--- config.mk ---
export PLATFORM = sky130hd
export DESIGN_NAME = if_id_hazard_stage
export DESIGN_NICKNAME = d
export VERILOG_FILES = /design/src/rtl/if_id_hazard_stage.sv
export SDC_FILE = /design/constraint.sdc
export NUM_CORES = 1
export LEC_CHECK = 0
export BUFFER_PORTS_ARGS = -buffer_cell sky130_fd_sc_hd__buf_2
export CAP_MARGIN = 25
export CORE_ASPECT_RATIO = 1.25
export CORE_MARGIN = 2
export CORE_UTILIZATION = 40
export DETAILED_ROUTE_END_ITERATION = 8
export GPL_TIMING_DRIVEN = 0
export PLACE_DENSITY = 0.79
export REMOVE_ABC_BUFFERS = 1
export SLEW_MARGIN = 20
export SYNTH_ARGS = -nofsm -noshare
export SYNTH_HDL_FRONTEND = slang
export SYNTH_SLANG_ARGS = --single-unit
--- constraint.sdc ---
create_clock -name clk -period 1.9 [get_ports clk]
set_clock_uncertainty 0.15 [all_clocks]
set_input_delay 0.095 -clock clk [delete_from_list [all_inputs] [get_ports clk]]
set_output_delay 0.095 -clock clk [all_outputs]
set_load 0.02 [all_outputs]
--- src/rtl/if_id_hazard_stage.sv ---
// IF/ID pipeline register with load-use hazard detection, one-cycle stall FSM and branch flush.
// Optional performance counters are enabled by defining IF_ID_PERF_COUNTERS_EN.
module if_id_hazard_stage #(
    parameter logic [31:0] NOP_INSTR = 32'h00000013,
    parameter logic [31:0] PC_RESET  = 32'h00000000
) (
    input  logic        clk,
    input  logic        reset,
    input  logic [31:0] PC_IF,
    input  logic [31:0] INSTRUCTION_IF,
    input  logic        PCSrc,
    input  logic        hold,
    input  logic        ID_EX_MemRead,
    input  logic [4:0]  ID_EX_rd,
    output logic        PC_write,
    output logic [31:0] PC_ID,
    output logic [31:0] INSTRUCTION_ID,
    output logic        valid_ID,
    output logic        ID_EX_flush
`ifdef IF_ID_PERF_COUNTERS_EN
    ,
    output logic [31:0] stall_count,
    output logic [31:0] flush_count
`endif
);

    localparam logic [0:0] RUN   = 1'b0;
    localparam logic [0:0] STALL = 1'b1;

    localparam logic [6:0] OP_REG    = 7'b0110011;
    localparam logic [6:0] OP_IMM    = 7'b0010011;
    localparam logic [6:0] OP_LOAD   = 7'b0000011;
    localparam logic [6:0] OP_STORE  = 7'b0100011;
    localparam logic [6:0] OP_BRANCH = 7'b1100011;
    localparam logic [6:0] OP_JALR   = 7'b1100111;

    function automatic logic uses_rs1_f(input logic [6:0] opcode);
        logic r;
        case (opcode)
            OP_REG, OP_IMM, OP_LOAD, OP_STORE, OP_BRANCH, OP_JALR: r = 1'b1;
            default:                                              r = 1'b0;
        endcase
        return r;
    endfunction

    function automatic logic uses_rs2_f(input logic [6:0] opcode);
        logic r;
        case (opcode)
            OP_REG, OP_STORE, OP_BRANCH: r = 1'b1;
            default:                     r = 1'b0;
        endcase
        return r;
    endfunction

    logic [31:0] pc_id_r;
    logic [31:0] instr_id_r;
    logic        valid_id_r;
    logic [0:0]  state_r;

    logic        uses_rs1_s;
    logic        uses_rs2_s;
    logic [4:0]  rs1_s;
    logic [4:0]  rs2_s;
    logic        rs_match_s;
    logic        hz_s;
    logic        pc_write_s;
    logic        id_ex_flush_s;

    // Source-register decode and load-use detection on the instruction held in ID
    always_comb begin
        uses_rs1_s = uses_rs1_f(instr_id_r[6:0]);
        uses_rs2_s = uses_rs2_f(instr_id_r[6:0]);
        rs1_s      = instr_id_r[19:15];
        rs2_s      = instr_id_r[24:20];
        rs_match_s = (uses_rs1_s && (rs1_s == ID_EX_rd)) ||
                     (uses_rs2_s && (rs2_s == ID_EX_rd));
        if (state_r == STALL) begin
            hz_s = 1'b0;
        end else begin
            hz_s = valid_id_r && ID_EX_MemRead && (ID_EX_rd != 5'd0) && rs_match_s;
        end
    end

    // Fetch enable and ID/EX bubble request, by priority: reset, branch, hold, hazard, run
    always_comb begin
        pc_write_s    = 1'b0;
        id_ex_flush_s = 1'b0;
        if (!reset) begin
            pc_write_s    = 1'b0;
            id_ex_flush_s = 1'b0;
        end else if (PCSrc) begin
            pc_write_s    = 1'b1;
            id_ex_flush_s = 1'b1;
        end else if (hold) begin
            pc_write_s    = 1'b0;
            id_ex_flush_s = 1'b0;
        end else if (hz_s) begin
            pc_write_s    = 1'b0;
            id_ex_flush_s = 1'b1;
        end else begin
            pc_write_s    = 1'b1;
            id_ex_flush_s = 1'b0;
        end
    end

    // Pipeline register and stall state; a taken branch squashes the wrong-path slot
    always_ff @(posedge clk or negedge reset) begin
        if (!reset) begin
            pc_id_r    <= PC_RESET;
            instr_id_r <= NOP_INSTR;
            valid_id_r <= 1'b0;
            state_r    <= RUN;
        end else if (PCSrc) begin
            pc_id_r    <= PC_RESET;
            instr_id_r <= NOP_INSTR;
            valid_id_r <= 1'b0;
            state_r    <= RUN;
        end else if (hold) begin
            pc_id_r    <= pc_id_r;
            instr_id_r <= instr_id_r;
            valid_id_r <= valid_id_r;
            state_r    <= state_r;
        end else if (hz_s) begin
            pc_id_r    <= pc_id_r;
            instr_id_r <= instr_id_r;
            valid_id_r <= valid_id_r;
            state_r    <= STALL;
        end else begin
            pc_id_r    <= PC_IF;
            instr_id_r <= INSTRUCTION_IF;
            valid_id_r <= 1'b1;
            state_r    <= RUN;
        end
    end

    assign PC_write       = pc_write_s;
    assign ID_EX_flush    = id_ex_flush_s;
    assign PC_ID          = pc_id_r;
    assign INSTRUCTION_ID = instr_id_r;
    assign valid_ID       = valid_id_r;

`ifdef IF_ID_PERF_COUNTERS_EN
    logic [31:0] stall_count_r;
    logic [31:0] flush_count_r;

    // Event counters: load-use bubbles and taken-branch squashes, free-running with wrap
    always_ff @(posedge clk or negedge reset) begin
        if (!reset) begin
            stall_count_r <= 32'd0;
            flush_count_r <= 32'd0;
        end else if (PCSrc) begin
            stall_count_r <= stall_count_r;
            flush_count_r <= flush_count_r + 32'd1;
        end else if (!hold && hz_s) begin
            stall_count_r <= stall_count_r + 32'd1;
            flush_count_r <= flush_count_r;
        end else begin
            stall_count_r <= stall_count_r;
            flush_count_r <= flush_count_r;
        end
    end

    assign stall_count = stall_count_r;
    assign flush_count = flush_count_r;
`endif

endmodule

# Yosys cells after proc, flatten, opt, wreduce, memory -nomap -nowiden
# Cells that the tools add are included.
[word_totals] reg_bits=66
[op_classes] n_eq_ne=10 n_reduce_logical=10 n_mux=22
[op_table] op="$mux 32" count=6
[op_table] op="$mux 1" count=16
[op_table] op="$eq 7x6->1 const B" count=2
[op_table] op="$eq 7x7->1 const B" count=2
[op_table] op="$eq 5x5->1" count=2
[op_table] op="$eq 7x2->1 const B" count=1
[op_table] op="$eq 7x5->1 const B" count=1
[op_table] op="$reduce_or 6->1" count=1
[op_table] op="$logic_and 1x1->1" count=5
[op_table] op="$reduce_bool 5->1" count=1
[op_table] op="$ne 2x2->1 const B" count=2
[op_table] op="$reduce_or 3->1" count=1
[op_table] op="$reduce_and 2->1" count=1
[op_table] op="$logic_or 1x1->1" count=1

# Longest topological paths before layout
# Gate-level depths: netlist of the first run.
[depth] depth_word=11 mapped_depth=8 ltp_nobuf=5

# Worst setup path after synthesis of the first run
# No wires, ideal clock.
[synth_path] kind="reg-to-output" startpoint="reg instr_id_r[16] (netlist: INSTRUCTION_ID[16])" endpoint="out ID_EX_flush" required_ps=1655 slack_ps=-184 arrival_ps=1839 stages_incl_launch_ff=6 cell_sequence="dfrtp_1 -> xor2_1 -> nor4_2 -> a22o_1 -> nand3_1 -> a21boi_0"
[synth_between] elab_chain_len=9
[synth_rtl] element="start, declared" line_no="56" text="logic [31:0] instr_id_r;"
[synth_rtl] element="start signal, assigned" line_no="120" text="instr_id_r <= instr_id_r;"
[synth_rtl] element="start signal, assigned" line_no="125" text="instr_id_r <= instr_id_r;"
[synth_rtl] element="$eq 5x5->1" line_no="75" text="rs_match_s = (uses_rs1_s && (rs1_s == ID_EX_rd)) ||"
[synth_rtl] element="$logic_and 1x1->1" line_no="75"
[synth_rtl] element="$logic_or 1x1->1" line_no="75"
[synth_rtl] element="$logic_and 1x1->1" line_no="80" text="hz_s = valid_id_r && ID_EX_MemRead && (ID_EX_rd != 5'd0) && rs_match_s;"
[synth_rtl] element="$mux 1" line_no="77" text="if (state_r == STALL) begin"
[synth_rtl] element="$mux 1" line_no="97" text="end else if (hz_s) begin"
[synth_rtl] element="$mux 1" line_no="94" text="end else if (hold) begin"
[synth_rtl] element="$mux 1" line_no="91" text="end else if (PCSrc) begin"
[synth_rtl] element="$mux 1" line_no="88" text="if (!reset) begin"
[synth_rtl] element="end, declared" line_no="19" text="output logic ID_EX_flush"
# No other way between the ends.

# Final worst setup path of the first run
# Ends and elaborated chain as after synthesis.

==> out/qor.yml, run 1 <==
netlist_instances: 466
hp-class: "input pin to flop"
nNetsFinal: 718
grt_pass1_wl_microns: 20930
avgViaCountPerCell: 6.197
cpMostUsedCell: "buf_4"
synth-edff-count: 0
clockBufferDepth: 2
antenna_found_initial: 0
use_met3_pct: 4.968
wl_per_cell_microns: 21.47
overflow: 0
path_clk_slew_ns: 0.06
die_w_microns: 94.11
area_growth_pct: 77.66
setup_viol: 64
grt_max_degree: 72
netlist_area_sq_um: 4060
wirelength_microns: 16690
fillers: 669
finalCritPeriodShare_pct: 124.9
max_freq_mhz: 421.4
failed_checks: "setup timing"
dp_hpwl_microns: 7417
synth-seq-area-share_pct: 40.77
gr-usage-met2_pct: 40.33
core_area_sq_um: 10000
required_ns: 1.65
status: "finished with violations"
grt_pass1_vias: 4229
power.total_mw: 4.879
port_buffers: 140
critPathTopFamily: "simple AND/OR/NAND/NOR gates"
rsz0062_at_grt: "yes"
cts.sinks: 66
worstPathArrival_ns: 2.13
syn_avg_cell_area_sq_um: 8.713
path_cells: "xor2_1 > nor4_2 > buf_4 > a22o_2 > nand3_2 > a21boi_2 > buf_4"
worstSetupStartpointType: "flop"
row_count: 41
die_h_microns: 116.6
timing.hold.ws_ns: 0.01478
final_max_slew_viol_count: 0
drt_iter0_drc: 280
clk_latency_ns: 0.33
ir_worst_vdd_mv: 0.4200
tightest_slew_ns: 1.188
p_per_area_nw_per_um2: 676.4
start_util_pct: 40.59
cts_inserted_buffers: 9
maxCapViolCount: 0
leakagePower_nw: 3.769
hold_viol: 0
path_buf_inv: 2
num_vias: 4815
async_flop_share_pct: 100.0
die_area_sq_um: 10980
worstSetupPathType: "flop to output pin"
synth_ff_type: "dfrtp_1"
cpPeakStageDelay_ns: 0.40
synth-seq-cells: 66
ios: 141
path_max_fanout: 5
grtUsageTotal_pct: 24.07
ant_nets: 0
busiest_layer: "met2"
cts_tree: "built"
drc: 0
place_ws_ns: -0.6645
drive_above_1_share_pct: 56.48
ys_types: 38
cts_root_buf: "clkbuf_16"
slowest_stage: "dfrtp_1"
slew_headroom_pct: 20.61
post-route-min-period_ns: 2.373
globalplace.congestion: 0.7187
antenna_cells: 0
synth-warning-count: 0
grt_use_met1_pct: 30.87
htree_num_levels: 3
end_kind: "output pin"
firstDrtPassIters: 5
fin_ws_ns: -0.4729
## placed cells by master (no fill, tap or decap), types with 5 or more instances in the layout
cell type / Yosys / final
a22oi_2: 1 / 49
buf_12: 0 / 12
buf_2: 15 / 137
buf_16: 0 / 7
clkbuf_16: 0 / 20
nand2_1: 121 / 99
o311ai_1: 57 / 8
o311ai_4: 0 / 25
a22oi_1: 59 / 11
o311ai_2: 0 / 24
dlygate4sd3_1: 0 / 9
and3_1: 57 / 57
nand2_4: 0 / 13
xor2_1: 9 / 8
a21oi_1: 5 / 5
buf_4: 2 / 17
dfrtp_1: 63 / 61
buf_8: 0 / 9
or2_4: 1 / 6
nand2_2: 0 / 9
buf_6: 6 / 12
## worst paths after layout
check,slack [ns],to,depth (start not counted),startpoint
hold / removal,0.01,INSTRUCTION_ID[31],4,INSTRUCTION_IF[31]
hold reg to reg,0.37,PC_ID[29],2,PC_ID[29]
setup / recovery,-0.47,ID_EX_flush,7,INSTRUCTION_ID[16]
max in group asynchronous,0.91,PC_ID[19],3,reset
min in group asynchronous,0.13,PC_ID[31],2,reset
setup reg to reg,-0.44,INSTRUCTION_ID[25],8,INSTRUCTION_ID[0]
## worst min-delay path, cell delays in order
cell	delay, ns
buf_2	0.07
and2_1	0.15
a22oi_2	0.06
nand3_1	0.08
## Yosys cell counts, types with 2 or more instances
cell / number / area, sq um
xor2_1: 9 / 78.83
and2_1: 2 / 12.51
o311ai_1: 57 / 499.2
nand2_1: 121 / 454.2
a22oi_1: 59 / 442.9
a21oi_1: 5 / 25.02
clkbuf_1: 29 / 108.9
buf_4: 2 / 15.01
dfrtp_1: 63 / 1577
nand3_1: 5 / 25.02
nor3_1: 2 / 10.01
nor2_1: 5 / 18.77
buf_2: 15 / 75.07
inv_1: 2 / 7.510
dfstp_2: 3 / 78.83
a21boi_0: 2 / 15.01
buf_6: 6 / 67.56
and3_1: 57 / 356.6
nand4_1: 3 / 18.77
## registers in the layout (all words and copies together), names as in the netlist
| register | count |
|---|---|
| INSTRUCTION_ID | 32 |
| PC_ID | 32 |
| state_r | 1 |
| valid_ID | 1 |
## where the power goes
group / leakage [nW] / switching (mW) / internal (mW)
Sequential: 0.834 / 0.144 / 1.55
Clock: 0.147 / 0.616 / 1.01
Combinational: 2.79 / 0.858 / 0.701
## kinds of logic after synthesis
group | Yosys count | share of synthesized area (%)
XOR/XNOR | 10 | 2.157
AND/OR/NAND/NOR | 203 | 24.13
AO/OA/AOI/OAI | 132 | 26.10
buffers and inverters | 55 | 6.841
flip-flops | 66 | 40.77
## layer usage
| metal | vias up | part of all wire, % |
|---|---|---|
| li1 | 2135 | - |
| met1 | 2433 | 42 |
| met2 | 219 | 50 |
| met3 | 28 | 6.3 |
| met4 | 0 | 1.6 |
| met5 | - | 0 |
## per-stage QoR
| step | cells | area, sq um | util, % | setup TNS (ns) |
|---|---|---|---|---|
| after floorplan | 414 | 3794 | - | -131.23 |
| after global placement | 683 | 4656 | 46.54 | -256.62 |
| after detailed placement | 694 | 4843 | 48.42 | -35.45 |
| after CTS | 742 | 5903 | 59.01 | -17.89 |
| after global routing | 777 | 7213 | 72.11 | -24.19 |
| final | 777 | 7213 | 72.11 | -21.00 |
## area by class of cell
type	instances	area, sq um	area share, %
flip-flops and latches	66	1658	22.98
inverters	3	21.27	0.2949
clock inverters	2	10.01	0.1388
clock buffers	13	280.3	3.886
well taps	129	161.4	2.238
multi-input cells	350	3201	44.37
repair buffers	214	1882	26.09
## what timing repair did
item,in CTS,in global routing
gates cloned,8,18
gates resized for setup,76,164
buffers inserted,16,19
hold buffers,9,0
endpoints found under the hold margin,72,0
setup endpoints to repair,64,65
pin swaps,23,78
No activity file was read; power rests on OpenSTA's default activity.
==> run 2: changes to the inputs <==
--- a/config.mk
+++ b/config.mk
@@ -5,6 +5,7 @@
 export SDC_FILE = /design/constraint.sdc
 export NUM_CORES = 1
 export LEC_CHECK = 0
+export ABC_AREA = 1
 export BUFFER_PORTS_ARGS = -buffer_cell sky130_fd_sc_hd__buf_2
 export CAP_MARGIN = 25
 export CORE_ASPECT_RATIO = 1.25
@@ -12,7 +13,7 @@
 export CORE_UTILIZATION = 40
 export DETAILED_ROUTE_END_ITERATION = 8
 export GPL_TIMING_DRIVEN = 0
-export PLACE_DENSITY = 0.79
+export PLACE_DENSITY = 0.83
 export REMOVE_ABC_BUFFERS = 1
 export SLEW_MARGIN = 20
 export SYNTH_ARGS = -nofsm -noshare
==> out/qor.yml, run 2 <==
fin_ws_ns: -0.2989  # +0.1740 ns
reg2reg_to: "INSTRUCTION_ID[30]"
antenna_cells: 0  # unchanged
die_w_microns: 82.83  # -12%
synth_top_area_share_pct: 50.75  # +12 points
combinationalPowerShare_pct: 21.8  # -10 points
yosysTopAreaCell: "dfrtp_1"
maxCapViolCount: 0  # unchanged
utilization_pct: 69.48  # -2.6 points
switchingPower_mw: 1.060  # -34%
worstSetupStartpointType: "flop"
wirelength_microns: 12220  # -27%
failed_checks: "setup timing"
cts.sinks: 66  # unchanged
die_h_microns: 102.5  # -12%
worst_r2r_path_depth: 11  # +3
nNetsFinal: 660  # -8.1%
path_clk_slew_ns: 0.08  # +0.02 ns
overflow: 0  # unchanged
drive_above_1_share_pct: 36.21  # -20 points
grtUsageTotal_pct: 26.04  # +2.0 points
clk_latency_ns: 0.34  # about the same
worstPathArrival_ns: 1.95  # -0.18 ns
synth_area_leaders: "dfrtp_1 51%, nand4_1 12%, nand2_1 12%"
pwr-share-clk_pct: 32.8  # -0.6 points
port_buffers: 140  # unchanged
internal-power_mw: 2.358  # -28%
syn_avg_cell_area_sq_um: 8.307  # -4.7%
firstDrtPassIters: 5  # unchanged
final_cell_mix: "137 x buf_2, 97 x nand2_1, 66 x dlygate4sd3_1"
num_vias: 3725  # -23%
crit_start: "INSTRUCTION_ID[6]"
netlist_instances: 374  # -20%
hp-class: "input pin to async pin"
rsz0062_at_grt: "yes"
final_max_slew_viol_count: 0  # unchanged
antenna_found_initial: 0  # unchanged
row_count: 35  # -15%
p_sw_share_pct: 31.01  # -2.2 points
required_ns: 1.65  # about the same
status: "finished with violations"
seq_power_share_pct: 45.4  # +11 points
power.total_mw: 3.418  # -30%
synthMostInstantiatedCell: "nand2_1"
drt_iter0_drc: 306  # +9.3%
grt_pass1_vias: 3617  # -14%
die_area_sq_um: 8492  # -23%
placed_area_sq_um: 3861  # -20%
dp_hpwl_microns: 5570  # -25%
ant_nets: 0  # unchanged
grt_max_degree: 75  # +4.2%
synth-seq-cells: 66  # unchanged
r2r_slack_ns: -0.16  # +0.28 ns
drc: 0  # unchanged
yosys-top-cells-count: "102 x nand2_1, 68 x nand3_1, 63 x dfrtp_1"
cts_inserted_buffers: 9  # unchanged
stdcell_area_sq_um: 5172  # -28%
layout_commonest_cell: "buf_2"
cts_tree: "built"
ir_worst_vdd_mv: 0.5439  # +30%
synth_ff_type: "dfrtp_1"
cts_root_buf: "clkbuf_8"
worstSetupPathType: "flop to output pin"
tightest_slew_ns: 0.9137  # -0.2743 ns
start_util_pct: 41.73  # +1.1 points
netlist_area_sq_um: 3107  # -23%
setup_viol: 68  # +6.3%
post-route-min-period_ns: 2.199  # -0.1740 ns
stdcell_count: 683  # -12%
ios: 141  # unchanged
finalCritPeriodShare_pct: 115.7  # -9.2 points
ys_types: 17  # -55%
clockBufferDepth: 2  # unchanged
globalplace.congestion: 0.9387  # +31%
wl_per_cell_microns: 17.89  # -17%
path_max_fanout: 4  # -1
max_freq_mhz: 454.8  # +7.9%
grt_pass1_wl_microns: 17660  # -16%
slew_headroom_pct: 39.00  # +18 points
synth-seq-area-share_pct: 53.28  # +13 points
synth-edff-count: 0  # unchanged
r2r-start: "INSTRUCTION_ID[6]"
leakagePower_nw: 2.818  # -25%
async_flop_share_pct: 100.0  # unchanged
p_per_area_nw_per_um2: 660.9  # -2.3%
synth-warning-count: 0  # unchanged
core_area_sq_um: 7445  # -26%
htree_num_levels: 3  # unchanged
avgViaCountPerCell: 5.454  # -12%
place_inst: 577  # -17%
end_kind: "output pin"
hold_viol: 0  # unchanged
area_growth_pct: 66.49
run 2: changes by cell type after synthesis, moves of 8 or more:
cell / previous run / this run
xor2_1: 9 / 0
buf_2: 15 / 4
inv_1: 2 / 16
nand4_1: 3 / 62
a22oi_1: 59 / 0
nand2_1: 121 / 102
clkbuf_1: 29 / 21
nand3_1: 5 / 68
o311ai_1: 57 / 0
and3_1: 57 / 0
run 2: cell families (layout without fill, tap and decap cells):
family                 count (synthesis)  in the layout  share of synthesized area (%)
AND/OR/NAND/NOR                      249            254                          38.26
buffers and inverters                 54            266                          7.652
flip-flops                            66             66                          53.28
AO/OA/AOI/OAI                          5              5                         0.8053
run 2: power by group through the flow:
stage / Clock (mW) / Sequential, mW / Combinational (mW)
6_report: 1.12 / 1.55 / 0.745
5_1_grt: 1.22 / 1.56 / 0.801
4_1_cts: 1.14 / 1.54 / 0.686
3_5_place_dp: 0 / 1.57 / 0.541
3_3_place_gp: 0 / 1.57 / 0.514
2_1_floorplan: 0 / 1.67 / 0.181
run 2: stage by stage:
step                      worst slack (ns)  TNS [ns]  hold slack, ns
after floorplan                     -1.061    -54.69         -0.3506
after global placement              -1.683   -102.85          0.1467
after detailed placement           -0.7760    -43.69         -0.1006
after CTS                          -0.1753   -0.3528         0.07344
after global routing               -0.3781    -11.63         0.08215
final                              -0.2989    -6.112         0.08765
run 2: final cells by class:
cell class                 count  area, sq um
fill                         557         2272
timing repair buffer         229         1715
sequential                    66         1655
multi-input combinational    259         1414
clock buffer                  11        151.4
tap                           92        115.1
inverter                      21        83.83
clock inverter                 5        37.54
run 2: how the worst max path moves through the flow:
stage          slack, ns           to  cells after the start
4_1_cts            -0.18  ID_EX_flush                      8
3_5_place_dp       -0.78     PC_write                      9
6_report           -0.30  ID_EX_flush                      8
5_1_grt            -0.38  ID_EX_flush                      8
2_1_floorplan      -1.06     PC_write                      8
3_3_place_gp       -1.68     PC_write                      9
run 2: routing by layer:
layer	vias up	global-route usage, %	routed length, microns
li1	1714	-	-
met1	1777	29.97	4499
met2	194	48.39	6462
met3	40	5.524	873
met4	0	9.079	382
met5	-	0	0
run 2: timing repair:
item / 4_1_cts / 5_1_grt
setup buffers: 9 / 6
gates cloned: 3 / 5
setup endpoints to repair: 68 / 68
endpoints found under the hold margin: 130 / 0
gates resized for setup: 21 / 22
hold buffers: 67 / 0
pin swaps: 7 / 15
run 2: critical path, cell delays in order, from the launching register on:
cell	delay [ns]
dfrtp_1	0.43
inv_1	0.07
a21oi_2	0.12
nand4_1	0.20
nor2_4	0.28
buf_6	0.14
nand3_2	0.07
a21oi_2	0.14
buf_4	0.16
